`config.mk`:
```
export PLATFORM = sky130hd
export DESIGN_NAME = reg_file_param
export DESIGN_NICKNAME = d
export VERILOG_FILES = /design/src/rtl/reg_file_param.sv
export SDC_FILE = /design/constraint.sdc
export NUM_CORES = 1
export LEC_CHECK = 0
export ABC_CLOCK_PERIOD_IN_PS = 7700
export BUFFER_PORTS_ARGS = -buffer_cell sky130_fd_sc_hd__buf_4
export CAP_MARGIN = 0
export CORE_MARGIN = 10
export CORE_UTILIZATION = 50
export CTS_CLUSTER_DIAMETER = 80
export CTS_CLUSTER_SIZE = 28
export DETAILED_ROUTE_END_ITERATION = 7
export PLACE_DENSITY = 0.68
export SLEW_MARGIN = 10
export SYNTH_ARGS = -nofsm -noshare
export SYNTH_HDL_FRONTEND = slang
export SYNTH_SLANG_ARGS = --single-unit
```
`constraint.sdc`:
```
create_clock -name clk -period 7.7 [get_ports clk]
set_input_delay 0.77 -clock clk [delete_from_list [all_inputs] [get_ports clk]]
set_output_delay 0.77 -clock clk [all_outputs]
set_load 0.01 [all_outputs]
```
`src/rtl/reg_file_param.sv`:
```
// Parametrised register file: 2**ADDR_W x WIDTH entries, one synchronous write
// port, two combinational read ports, optional write-to-read bypass, optional
// hardwired-zero entry 0 and per-entry "written since reset" valid bits.
module reg_file_param #(
  parameter int unsigned WIDTH    = 16,
  parameter int unsigned ADDR_W   = 3,
  parameter int unsigned BYPASS   = 1,
  parameter int unsigned ZERO_REG = 0
) (
  input  logic              clk,
  input  logic              rst,
  input  logic              wr_en,
  input  logic [ADDR_W-1:0] wr_addr,
  input  logic [WIDTH-1:0]  wr_data,
  input  logic [ADDR_W-1:0] rd_addr1,
  input  logic [ADDR_W-1:0] rd_addr2,
  output logic [WIDTH-1:0]  rd_data1,
  output logic [WIDTH-1:0]  rd_data2,
  output logic              rd_valid1,
  output logic              rd_valid2
);

  localparam int unsigned DEPTH = 1 << ADDR_W;

  logic [WIDTH-1:0] r_mem [DEPTH];
  logic [DEPTH-1:0] r_valid;
  logic [DEPTH-1:0] w_wr_dec;
  logic             w_wr_act;

  // A write is live only outside reset; reset wins over a concurrent write.
  assign w_wr_act = wr_en && !rst;

  // One-hot write decoder gated by the write enable; entry 0 masked when hardwired.
  always_comb begin
    w_wr_dec = '0;
    if (w_wr_act) begin
      w_wr_dec[wr_addr] = 1'b1;
    end
    if (ZERO_REG != 0) begin
      w_wr_dec[0] = 1'b0;
    end
  end

  // Array and sticky valid bits; asynchronous clear on reset.
  always_ff @(posedge clk or posedge rst) begin
    if (rst) begin
      for (int i = 0; i < DEPTH; i++) begin
        r_mem[i] <= '0;
      end
      r_valid <= '0;
    end else begin
      for (int i = 0; i < DEPTH; i++) begin
        if (w_wr_dec[i]) begin
          r_mem[i]   <= wr_data;
          r_valid[i] <= 1'b1;
        end
      end
    end
  end

  // Read port 1: zero entry, then bypass, then array.
  always_comb begin
    rd_data1  = r_mem[rd_addr1];
    rd_valid1 = r_valid[rd_addr1];
    if ((ZERO_REG != 0) && (rd_addr1 == '0)) begin
      rd_data1  = '0;
      rd_valid1 = 1'b1;
    end else if ((BYPASS != 0) && w_wr_act && (rd_addr1 == wr_addr)) begin
      rd_data1  = wr_data;
      rd_valid1 = 1'b1;
    end
  end

  // Read port 2: same priority as port 1, resolved independently.
  always_comb begin
    rd_data2  = r_mem[rd_addr2];
    rd_valid2 = r_valid[rd_addr2];
    if ((ZERO_REG != 0) && (rd_addr2 == '0)) begin
      rd_data2  = '0;
      rd_valid2 = 1'b1;
    end else if ((BYPASS != 0) && w_wr_act && (rd_addr2 == wr_addr)) begin
      rd_data2  = wr_data;
      rd_valid2 = 1'b1;
    end
  end

endmodule

```
==> flow_summary_export.csv <==
group,metric,value,unit
power_and_ir_drop,vdd_drop_max,169,µV
drt,wl,17.8,mm
setup_path,worstPathMaxFanout,35,
timing,finalCriticalPeriod,3.78,ns
timing,slew_headroom,0.186,
yosys,yosysMostFrequentCell,"dfrtp_1",
timing,rsz0062_at_grt,"false",
clocking,cts_tree,"done",
yosys,syn_area_per_cell,16.3,µm²
drt,via_count,4450,
setup_path,critPathMostFrequentCell,"buf_4",
clocking,holdBufCountCts,0,
die,die_y,145,µm
yosys,synth.area.top_cells,"dfrtp_1 43%, mux2_1 18%, mux4_2 13%, mux4_1 8.1%, mux2_2 7.9%",
power_and_ir_drop,p_sw_frac,0.265,
global_route,grt-ovfl-total,0,
yosys,synth_enable_flop_cells,0,
finish,n_antenna_cell,0,
yosys,netlist_area,7830,µm²
yosys,synth.top_cells.by_count,"136 x dfrtp_1, 128 x mux2_1, 55 x mux2_2",
yosys,synth_largest_area_cell,"dfrtp_1",
timing,fin_crit_sh,0.491,
yosys,synth_nets,508,
drt,drc,0,
placed_design,hpwl,10.5,mm
finish,area_growth,12.5,%
timing,setup_viol,0,
power_and_ir_drop,pwr-share-seq,0.420,
clocking,htreeDepth,4,
drt,drtPass1Iterations,4,
placed_design,gp_congestion,0.723,
timing,setup_tns,0,ns
yosys,async_flop_share,1.00,
setup_path,crit_slowest_cell,"nand4_2",
yosys,synth_top_area_share,0.435,
global_route,grt_pass1_wl,29.1,mm
die,core,15300,µm²
timing,fmax,265,MHz
yosys,yosysUniqueCellTypes,28,
clocking,cts.sinks,136,
clocking,cts_buffers,17,
power_and_ir_drop,intPower,1740,µW
global_route,grt_pass1_vias,5024,
die,rows,45,
global_route,grt_start_max_net_pins,81,
clocking,clk_path_buf_depth,2,
timing,setup_slack,3.92,ns
placed_design,portBuffers,61,
die,dieWidth,145,µm
clocking,root_buffer,"clkbuf_16",
yosys,seq_area_frac_synth,0.435,
power_and_ir_drop,clkPwrFrac,0.325,
yosys,yosys_warnings,0,
die,fp.dieArea,21100,µm²
power_and_ir_drop,pwr_density_cell,269,nW/µm²
yosys,syn-instance-count,480,
setup_path,crit_family,"simple AND/OR/NAND/NOR gates",
placed_design,pre_cts_ws,3.88,ns
finish,finalNetCount,543,
run_status,status,"complete, no violations",
yosys,ys.flop_type,"dfrtp_1",
clocking,clkLatencyLatePin,0.42,ns
die,ioPinCount,62,
drt,wl_per_cell,24.1,µm
setup_path,crit_chain,"buf_4 > xnor2_1 > nand4_2 > mux2_2 > buf_4",
drt,ant_nets,0,
clocking,clk_pin_slew_worst_paths,0.05,ns
drt,drt_iter0_drc,312,
setup_path,critPathCaptureType,"output pin",
timing,hold_viol,0,
hold_path,hp-class,"input pin to async pin",
finish,fin_util,0.577,
global_route,grt_use_total,0.175,
timing,worst_slew_pin_slew,1.22,ns
setup_path,setup.worst_path.class,"input pin to output pin",
finish,layout-drive-gt1-share,0.403,
global_route,antenna_found_initial,0,
setup_path,start_kind,"input pin",
power_and_ir_drop,p_leak,0.00385,µW
drt,viasPerCell,6.02,
setup_path,worstPathArrival,3.01,ns
timing,skew,0,ns
finish,filler_cell_count,1187,
power_and_ir_drop,combPwrFrac,0.254,
setup_path,cp.required,6.93,ns
power_and_ir_drop,p_switching,628,µW
setup_path,cp_num_buf_inv,2,
die,start_util,0.513,
timing,drv_slew,0,
yosys,ys_ff_latch,136,
setup_path,critPathMaxStageDelay,0.75,ns
clocking,cts_resized,0,
job,drv_cap,0,
clocking,post_cts_buffers,0,
## power groups by stage
stage | Sequential, µW | Combinational, µW | Clock, µW
global route | 1020 | 658 | 820
detailed placement | 1000 | 612 | 0
finish | 997 | 603 | 772
CTS | 995 | 617 | 789
global placement | 984 | 598 | 0
floorplan | 960 | 459 | 0
## flip-flops by register name, summed over array words and instances (netlist names)
signal   flops
r_mem      128
r_valid      8
## worst paths after layout
check	slack, ns	start	depth (start not counted)	endpoint
max in group asynchronous	5.73	rst	3	r_mem[25]$_DFFE_PP0P_
min	0.49	rst	2	r_mem[113]$_DFFE_PP0P_
min reg2reg	0.49	r_valid[0]$_DFFE_PP0P_	1	r_valid[0]$_DFFE_PP0P_
max reg2reg	6.87	r_mem[116]$_DFFE_PP0P_	1	r_mem[116]$_DFFE_PP0P_
max	3.92	rd_addr2[0]	5	rd_data2[4]
min in group clk	0.49	r_valid[0]$_DFFE_PP0P_	1	r_valid[0]$_DFFE_PP0P_
## through the flow
stage | instance area, µm² | total power, µW | hold WS [ns] | instances
final | 8810 | 2370 | 0.488 | 739
after global routing | 8810 | 2500 | 0.513 | 739
after CTS | 8810 | 2400 | 0.490 | 739
after detailed placement | 8250 | 1620 | 0.476 | 707
after global placement | 8250 | 1580 | 0.459 | 707
after floorplan | 7830 | 1420 | 0.445 | 480
## layout by cell type, fill, tap and decap left out
cell type   Yosys  routed
clkinvlp_4      0       1
mux2i_1         2       2
nand2b_1        4       4
clkbuf_8        0       4
nor3b_2         2       2
and3_1          1       1
mux2_2         55      55
nand3b_1        1       1
nand2_1         4       4
buf_4          10      66
nand3_1         1       1
inv_4           0       1
or2_1           4       4
clkbuf_1        2       2
nor3b_4         1       1
xnor2_1         6       6
nor2b_1         1       1
mux4_2         44      44
bufinv_16       0       1
mux2_4          9       9
mux2_1        128     128
dfrtp_1       136     136
nor2_2          1       1
nor2_1          1       1
nand4_2         2       2
clkinv_2        0       7
clkbuf_16       0      17
mux4_1         24      24
nand3b_2        2       2
## metal layers
layer  up-vias  GRT usage  part of all wire
met5         -          0                 0
met2        89      0.301              0.52
li1       1942          -                 -
met3        19     0.0354             0.031
met4         0     0.0602             0.015
met1      2400      0.216              0.43
## area by class of cell
type,count,area [µm²],area share
well taps,211,264,0.0300
multi-input cells,293,4080,0.463
flip-flops and latches,136,3400,0.386
inverters,1,6.26,0.000710
clock inverters,9,72.6,0.00824
clock buffers,23,488,0.0554
repair buffers,66,495,0.0562
## kinds of logic after synthesis
logic type                count (synthesis)  share of synthesized area
muxes                                   262                      0.490
DFF                                     136                      0.435
buffers and inverters                    51                     0.0444
and+or+nand+nor                          25                     0.0244
xor gates and xnor gates                  6                    0.00671
(Power assumes the default switching activity.)
